## src/rtl/stream_upsizer.sv

```systemverilog
// rtl/stream_upsizer.sv - packs RATIO narrow input beats into one wide output word
// Lanes fill from 0 upward; a word closes on the last lane or on a packet's last beat.
module stream_upsizer #(
   parameter int DATA_SIZE = 8,
   parameter int RATIO     = 4
) (
   input  logic                          clk_i,
   input  logic                          rst_clk_ni,
   input  logic [DATA_SIZE-1:0]          data_i,
   input  logic                          data_last_i,
   input  logic                          data_valid_i,
   output logic                          data_ready_o,
   output logic [DATA_SIZE*RATIO-1:0]    data_o,
   output logic [RATIO-1:0]              data_keep_o,
   output logic                          data_last_o,
   output logic                          data_valid_o,
   input  logic                          data_ready_i
);

   localparam int IW = $clog2(RATIO);
   localparam logic [IW-1:0] LAST_IDX = IW'(RATIO - 1);

   localparam logic ST_COLLECT = 1'b0;
   localparam logic ST_HOLD    = 1'b1;

   generate
      if (RATIO < 2 || RATIO > 16) begin : g_bad_ratio
         $error("stream_upsizer: RATIO must be in 2..16");
      end
   endgenerate

   logic                       state_q, state_d;
   logic [IW-1:0]              idx_q, idx_d;
   logic [DATA_SIZE*RATIO-1:0] data_q, data_d;
   logic [RATIO-1:0]           keep_q, keep_d;
   logic                       last_q, last_d;
   logic                       accept;

   // Held low during reset so no beat can be accepted before the block is live.
   assign data_ready_o = rst_clk_ni & ((state_q == ST_COLLECT) | data_ready_i);
   assign accept       = data_valid_i & data_ready_o;

   assign data_o       = data_q;
   assign data_keep_o  = keep_q;
   assign data_last_o  = last_q;
   assign data_valid_o = (state_q == ST_HOLD);

   always_comb begin
      state_d = state_q;
      idx_d   = idx_q;
      data_d  = data_q;
      keep_d  = keep_q;
      last_d  = last_q;
      case (state_q)
         ST_COLLECT: begin
            if (accept) begin
               data_d[int'(idx_q)*DATA_SIZE +: DATA_SIZE] = data_i;
               keep_d[idx_q] = 1'b1;
               idx_d         = idx_q + IW'(1);
               if (idx_q == LAST_IDX || data_last_i) begin
                  state_d = ST_HOLD;
                  last_d  = data_last_i;
                  idx_d   = '0;
               end
            end
         end
         default: begin
            if (data_ready_i) begin
               state_d = ST_COLLECT;
               data_d  = '0;
               keep_d  = '0;
               last_d  = 1'b0;
               idx_d   = '0;
               // A beat taken in the transfer cycle starts the next word in lane 0.
               if (accept) begin
                  data_d[DATA_SIZE-1:0] = data_i;
                  keep_d[0]             = 1'b1;
                  idx_d                 = IW'(1);
                  if (data_last_i) begin
                     state_d = ST_HOLD;
                     last_d  = 1'b1;
                     idx_d   = '0;
                  end
               end
            end
         end
      endcase
   end

   always_ff @(posedge clk_i or negedge rst_clk_ni) begin
      if (!rst_clk_ni) begin
         state_q <= ST_COLLECT;
         idx_q   <= '0;
         data_q  <= '0;
         keep_q  <= '0;
         last_q  <= 1'b0;
      end else begin
         state_q <= state_d;
         idx_q   <= idx_d;
         data_q  <= data_d;
         keep_q  <= keep_d;
         last_q  <= last_d;
      end
   end

endmodule

```

## config.mk

```make
export PLATFORM = sky130hd
export DESIGN_NAME = stream_upsizer
export DESIGN_NICKNAME = d
export VERILOG_FILES = /design/src/rtl/stream_upsizer.sv
export SDC_FILE = /design/constraint.sdc
export NUM_CORES = 1
export LEC_CHECK = 0
export CORE_MARGIN = 2
export CORE_UTILIZATION = 52
export DETAILED_ROUTE_END_ITERATION = 12
export GPL_TIMING_DRIVEN = 0
export PLACE_DENSITY = 0.84
export SYNTH_ARGS = -nofsm -noshare
export SYNTH_HDL_FRONTEND = slang
export SYNTH_SLANG_ARGS = --single-unit
```

## constraint.sdc

```tcl
create_clock -name clk_i -period 2.8 [get_ports clk_i]
set_input_delay 0.7 -clock clk_i [delete_from_list [all_inputs] [get_ports clk_i]]
set_output_delay 0.7 -clock clk_i [all_outputs]
set_load 0.01 [all_outputs]
```

; ---- Word level (Yosys, flattened, before mapping)
; Cells that the tools add are included.
[word_totals]
register_bits = 40
input_bits = 13
output_inout_bits = 39
wordCells = 51
[op_classes]
add_sub_neg = 2
n_lt_le_gt_ge = 2
eq_ne = 2
shift = 2
n_mux = 27
n_bitwise = 5
n_reduce_logical = 6
[ops]
columns = cell, count
row1 = 2-to-1 mux 32 bit, 3
row2 = negation 5 -> 33 bit, 1
row3 = "variable shift 8 x 33 -> 32 bit, first input constant", 1
row4 = indexed part select 8 x 33 -> 32 bit, 1
row5 = bitwise mux 32 bit, 1
row6 = 2-to-1 mux 1 bit, 14
row7 = 2-to-1 mux 4 bit, 3
row8 = 2-to-1 mux 2 bit, 4
row9 = 2-to-1 mux 8 bit, 1
row10 = bitwise OR 4 bit, 1
row11 = nonzero test 2 bit, 2
row12 = "less-than comparator 2 x 3 -> 1 bit, second input constant", 1
row13 = AND reduction 3 bit, 1
row14 = "adder 2 x 1 -> 2 bit, second input constant", 1
row15 = AND 1 bit, 2
row16 = demux 1 bit (select 2 bit), 1
row17 = "equality test 2 bit, second input constant", 1
row18 = ">= comparator 2 x 1 -> 1 bit, second input constant", 1
row19 = "inequality test 2 bit, second input constant", 1
row20 = AND reduction 2 bit, 1
row21 = logical AND 1 bit, 1
row22 = logical OR 1 bit, 1
row23 = inverter 1 bit, 1
row24 = bitwise OR 1 bit, 1

; ---- Logic depth before layout (Yosys ltp)
; Gate-level depths: netlist of run 1.
[depth]
depth_word = 7
depth_mapped = 7
ltp_nobuf = 5

; ---- Worst setup path after synthesis of run 1
; Ideal clock, no wire load.
[synth_timing]
kind = input-to-output
from = input port data_ready_i
to = output port data_ready_o
arrival_time_ns = 1.172
required_time_ns = 2.100
path_slack_ns = 0.928
cell_stages = 3
n_path_buf = 1
path_cell_list = buf_6 -> nand2b_1 -> and2_1
[synth_via]
elab_chain_len = 2
[synth_rtl]
columns = element, line
row1 = start: declaration, 17  ; input logic data_ready_i
row2 = bitwise OR 1 bit, 40  ; assign data_ready_o = rst_clk_ni & ((state_q == ST_COLLECT) | data_ready_i);
row3 = AND 1 bit, 40
row4 = end: declaration, 12  ; output logic data_ready_o,
; No other way between the ends.

; ---- Worst setup path after layout of run 1
[layout_timing]
from = input port rst_clk_ni
to = output port data_ready_o
[layout_via]
elab_chain_len = 1
[layout_rtl]
columns = element, line
row1 = start: declaration, 8  ; input logic rst_clk_ni,
row2 = AND 1 bit, 40
; No other way between the ends.

==> impl_metrics.py, run 1 <==
metrics = {
    "run_status": {
        "outcome": "completed",
    },
    "synthesis": {
        "synth_top_area_cell": "dfrtp_1",
        "yosysSeqAreaShare": 0.499,
        "synth_cell_type_count": 36,
        "yosys_warnings": 0,
        "synthesis.nets": 209,
        "synth.top_cell.area_share": 0.499,
        "synth_edf_count": 0,
        "postSynthCellCount": 188,
        "async_flop_share": 1.00,
        "synth_area_leaders": "dfrtp_1 50%, o31ai_1 6.0%, ha_1 5.0%",
        "netlist_area_um2": 2010,
        "ys_seq_elements": 40,
        "synth_flop_cell": "dfrtp_1",
        "avgSynthCellArea_um2": 10.7,
    },
    "timing": {
        "finClkSkew_ps": 8.69,
        "max_freq_ghz": 0.382,
        "slew-limit-headroom": 0.652,
        "hold_viol_final": 0,
        "period_minus_slack_ps": 2620,
        "rsz0062_at_grt": "no",
        "period_share": 0.936,
        "finalSetupViolations": 0,
        "finalMaxSlewViolations": 0,
        "worst_pin_slew_ps": 522,
    },
    "critical_path": {
        "path_max_fanout": 41,
        "r2r_end": "data_o[31]",
        "cp.required_ps": 2100,
        "worst_ep_arrival_time_ps": 1920,
        "ff2ff_setup_slack_ps": 530,
        "max_stage_delay_ps": 520,
        "end_kind": "primary output",
        "cp-start-kind": "input pin",
        "endpoint": "data_ready_o",
        "rr_worst_depth": 6,
        "path_class": "input pin to primary output",
        "r2r_start": "idx_q[0]",
        "path_cells": "buf_6 > buf_2 > and2_1 > clkdlybuf4s50_1",
        "cp_slowest_cell": "clkdlybuf4s50_1",
        "cp-startpoint": "rst_clk_ni",
    },
    "die": {
        "dieArea_um2": 4370,
        "start_util": 0.544,
        "core_um2": 3690,
        "ios": 52,
        "die_w_um": 66.1,
        "die_h_um": 66.1,
        "num_rows": 22,
    },
    "hold_path": {
        "hold_class": "input pin to asynchronous set/reset pin",
    },
    "clock_network": {
        "tritoncts": "built",
        "clkTransAtPathRegs_ps": 80,
        "cts_htree_levels": 2,
        "postCtsHoldBufs": 0,
        "cts-root-buf": "clkbuf_8",
        "cts_buffer_depth": 2,
        "clock_sinks": 40,
        "cts_buffers": 5,
        "clk_latency_ps": 290,
    },
    "drt": {
        "dr.pass1.iters": 5,
        "routed_wl_mm": 4.62,
        "drc": 0,
        "viasPerCell": 5.63,
        "vias": 1650,
        "wl_per_cell_um": 15.8,
        "ant_nets": 0,
        "drt_iter0_drc": 131,
    },
    "global_route": {
        "grt_util_all_layers": 0.230,
        "grt_pass1_vias": 1510,
        "grt_overflow_total": 0,
        "grt_pass1_wl_mm": 7.62,
        "grt_max_degree": 42,
        "antenna_found_initial": 0,
    },
    "power": {
        "leakage_nw": 1.19,
        "ir_worst_vdd_uv": 389,
        "finalPower_mw": 1.55,
        "power.density_nw_per_um2": 581,
    },
    "layout": {
        "layout.nets": 265,
        "drive_gt1_frac": 0.0898,
        "fin_cells": 293,
        "fin_util": 0.723,
        "register_area_um2": 1000,
        "fill_cells": 281,
        "num_antenna_cells": 0,
        "final_area_um2": 2670,
        "area_growth_pct": 32.9,
        "multi_input_area_um2": 873,
    },
    "placed_design": {
        "gp_congestion": 0.844,
        "io_buffers": 49,
        "dp_hpwl_mm": 3.31,
        "dp_cells": 285,
        "postPlaceCellArea_um2": 2550,
    },
    "run": {
        "cap_violations": 0,
    },
}
sequential cells by signal (all words and copies together), names as in the netlist:
signal / cells
data_keep_o: 4
data_last_o: 1
data_o: 32
data_valid_o: 1
idx_q: 2
synthesized netlist by cell type (4+ instances only):
cell and number:
a21oi_1 4, clkbuf_1 4, dfrtp_1 40, ha_1 8
inv_1 14, mux2i_1 9, nand2_1 18, nand3_1 16
o21ai_0 6, o21ai_1 4, o22ai_1 4, o2bb2ai_1 8
o31ai_1 16
layer usage:
layer  global-route usage  up-vias  routed length [µm]
li1                     -      788                   -
met1                0.314      811                2050
met2                0.374       47                2320
met3               0.0562        4                 216
met4               0.0434        0                  34
met5                    0        -                   0
power breakdown:
part	switching, mW	total, mW	internal (mW)
logic	0.221	0.420	0.199
clock network	0.193	0.457	0.264
registers	0.0401	0.672	0.632
total	0.453	1.55	1.10
final cells by class:
cell class / instances / area share
Multi-Input combinational cell: 122 / 0.328
Inverter: 14 / 0.0197
Clock inverter: 2 / 0.0131
Tap cell: 48 / 0.0225
Buffer: 12 / 0.0296
Clock buffer: 6 / 0.0272
Timing Repair Buffer: 49 / 0.185
Sequential cell: 40 / 0.376
cell families (layout without fill, tap and decap cells):
kind of cell             Yosys count  in the layout  synth area share
AND/OR/NAND/NOR                   54             54             0.154
AO/OA/AOI/OAI                     51             51             0.187
flip-flops                        40             40             0.499
buffers and inverters             26             83            0.0655
multiplexers                       9              9            0.0449
adder cells (fa/ha/maj)            8              8            0.0499
stage by stage:
stage / TNS, ps / setup WS [ps] / hold slack, ps
2_1_floorplan: 0 / 928 / 404
3_3_place_gp: -32060 / -1410 / 477
3_5_place_dp: -316 / -316 / 477
4_1_cts: 0 / 0.350 / 386
5_1_grt: 0 / 57.6 / 323
6_report: 0 / 179 / 289
critical path: cells and delay by family:
kind	cells	cell delay, ps
AND/OR/NAND/NOR	1	140
buffers and inverters	3	1080
repair_timing:
item                                    in CTS  in global routing
setup buffers                                0                  0
cloned                                       0                  0
endpoints found under the setup margin       1                  1
gates resized for setup                      1                  1
hold endpoints to repair                     0                  0
placed cells by master (no fill, tap or decap), drive strengths merged, types with 2 or more instances in the layout:
cell type,n
clkdlybuf4s50,48
dfrtp,40
nand2,18
nand3,16
o31ai,16
inv,14
o21ai,11
clkbuf,10
mux2i,9
buf,9
o2bb2ai,8
ha,8
a21oi,6
o22ai,4
nand2b,3
and2,3
nand4b,3
nor2,3
o221ai,2
a22oi,2
nor4b,2
how the worst min path moves through the flow:
stage / start / to
3_3_place_gp: data_last_o / data_last_o
4_1_cts: rst_clk_ni / data_keep_o[1]
3_5_place_dp: data_o[1] / data_o[1]
6_report: rst_clk_ni / data_keep_o[1]
2_1_floorplan: rst_clk_ni / data_keep_o[0]
5_1_grt: rst_clk_ni / data_keep_o[1]
Power figures use the tool's default switching activity.
==> run 2, diff against run 1 <==
--- a/config.mk
+++ b/config.mk
@@ -5,6 +5,7 @@
 export SDC_FILE = /design/constraint.sdc
 export NUM_CORES = 1
 export LEC_CHECK = 0
+export ABC_CLOCK_PERIOD_IN_PS = 2800
 export CORE_MARGIN = 2
 export CORE_UTILIZATION = 52
 export DETAILED_ROUTE_END_ITERATION = 12
==> results of run 2 <==
The final DEF is identical to that of run 1; final timing and power are the same.
==> run 3, diff against run 2 <==
==> config.mk (replaced) <==
export PLATFORM = sky130hd
export DESIGN_NAME = stream_upsizer
export DESIGN_NICKNAME = d
export VERILOG_FILES = /design/src/rtl/stream_upsizer.sv
export SDC_FILE = /design/constraint.sdc
export NUM_CORES = 1
export LEC_CHECK = 0
export CORE_MARGIN = 2
export CORE_UTILIZATION = 40
export DETAILED_ROUTE_END_ITERATION = 12
export GPL_TIMING_DRIVEN = 0
export PLACE_DENSITY = 0.68
export SYNTH_ARGS = -nofsm -noshare
export SYNTH_HDL_FRONTEND = slang
export SYNTH_SLANG_ARGS = --single-unit
==> run 3 against run 2 <==
Routed wire length grew 3.9%. Maximum frequency rose by 2.1%. Cell count increased by 6.5%. Utilization down 16 points. First-iteration DRC count decreased by 8.4%. Die area up 28%. Final area increased by 0.52%. Sequential share of layout area is 0.19 points lower. Count of clock-buffer cells in the layout shrank 1. Global-route usage fell by 4.0 points. Highest routed layer unchanged.
==> impl_metrics.py, run 3 (synthesis results as in run 1) <==
metrics = {
    "run_status": {
        "outcome": "completed",
    },
    "power": {
        "switching_share": 0.316,
        "finalPower_mw": 1.46,
        "leakage_nw": 1.18,
        "p_sw_mw": 0.463,
        "internal_power_mw": 1.00,
        "clockPowerShare": 0.255,
        "ir_worst_vdd_uv": 324,
        "power_frac_comb": 0.287,
        "seqPwrFrac": 0.459,
        "power.density_nw_per_um2": 547,
    },
    "run": {
        "cap_violations": 0,
    },
    "drt": {
        "wl_per_cell_um": 15.4,
        "routed_wl_mm": 4.80,
        "vias": 1613,
        "drt_iter0_drc": 120,
        "viasPerCell": 5.17,
        "dr.pass1.iters": 4,
        "drc": 0,
        "ant_nets": 0,
    },
    "placed_design": {
        "gp_congestion": 0.851,
        "dp_hpwl_mm": 3.51,
        "io_buffers": 49,
        "place_ws_ps": 96.3,
    },
    "clock_network": {
        "cts_buffer_depth": 2,
        "clock_sinks": 40,
        "cts_htree_levels": 2,
        "tritoncts": "built",
        "clk_latency_ps": 300,
        "cts-root-buf": "clkbuf_8",
        "cts-resized-gates": 0,
        "cts_buffers": 5,
        "post-cts-setup-buffer-count": 0,
        "postCtsHoldBufs": 0,
        "clkTransAtPathRegs_ps": 80,
    },
    "critical_path": {
        "path_class": "input pin to primary output",
        "path_max_fanout": 17,
        "worst_ep_arrival_time_ps": 1870,
        "end_kind": "primary output",
        "cp-start-kind": "input pin",
        "cp.required_ps": 2100,
    },
    "timing": {
        "rsz0062_at_grt": "no",
        "finClkSkew_ps": 5.44,
        "max_freq_ghz": 0.390,
        "finalMaxSlewViolations": 0,
        "finalSetupViolations": 0,
        "slew-limit-headroom": 0.674,
        "worst_pin_slew_ps": 488,
        "period_minus_slack_ps": 2570,
        "period_share": 0.917,
        "fin_ws_ps": 233,
        "hold_viol_final": 0,
    },
    "die": {
        "die_w_um": 74.8,
        "core_um2": 4790,
        "dieArea_um2": 5600,
        "die_h_um": 74.8,
        "num_rows": 25,
        "ios": 52,
        "start_util": 0.419,
    },
    "layout": {
        "fin_util": 0.560,
        "fill_cells": 427,
        "drive_gt1_frac": 0.0939,
        "final_cell_mix": "48 x clkdlybuf4s50_1, 40 x dfrtp_1, 18 x nand2_1",
        "layout.nets": 266,
        "num_antenna_cells": 0,
        "area_growth_pct": 33.6,
        "largest_register_ffs": 32,
        "final_common_cell": "clkdlybuf4s50_1",
    },
    "hold_path": {
        "hold_class": "input pin to asynchronous set/reset pin",
    },
    "global_route": {
        "grt_overflow_total": 0,
        "antenna_found_initial": 0,
        "grt_pass1_wl_mm": 7.99,
        "grt_pass1_vias": 1615,
        "grt_util_all_layers": 0.189,
        "grt_max_degree": 26,
    },
}
==> run 3: cell count changes in the layout (fill, tap and decap cells not counted), sizes merged <==
cell and change:
bufinv -1, clkinvlp +1
==> run 3: final timing paths <==
path	start	end	slack [ps]	cells after the start
max	rst_clk_ni	data_ready_o	230	4
min	rst_clk_ni	data_o[12]	280	1
max reg2reg	idx_q[0]	data_o[25]	600	5
min reg2reg	data_o[6]	data_o[6]	490	1
max in group asynchronous	rst_clk_ni	data_o[31]	2120	2
min in group clk_i	data_o[6]	data_o[6]	490	1
==> run 3: layer usage <==
metal  GRT usage  routed length, µm
met5           0                  0
met4      0.0833                 91
met3      0.0268                152
met2       0.285               2180
met1       0.272               2370
==> run 3: power groups by stage <==
stage               logic, mW  registers (mW)  clock network, mW
floorplan               0.216           0.701                  0
global placement        0.413           0.682                  0
detailed placement      0.420           0.683                  0
CTS                     0.423           0.672              0.380
global route            0.460           0.680              0.401
finish                  0.420           0.672              0.373
==> run 3: stage by stage <==
step                std cells  area (µm²)  setup TNS [ps]  hold slack (ps)
floorplan                 188        2010               0              404
global placement          304        2580          -36190              480
detailed placement        305        2590               0              474
CTS                       312        2680               0              323
global route              312        2680               0              303
finish                    312        2680               0              283
==> run 3: worst max-delay path, stage by stage <==
cell             delay [ps]
clkbuf_4                260
buf_2                   240
and2_1                  140
clkdlybuf4s50_1         520
==> run 3: final cells by class <==
class                      count  area, µm²  area share
tap                           67       83.8      0.0313
clock buffer                   5       68.8      0.0257
timing repair buffer          50        508       0.190
inverter                      14       52.6      0.0196
clock inverter                 2       12.5     0.00467
buffer                        12       78.8      0.0294
multi-input combinational    122        873       0.326
sequential                    40       1000       0.374
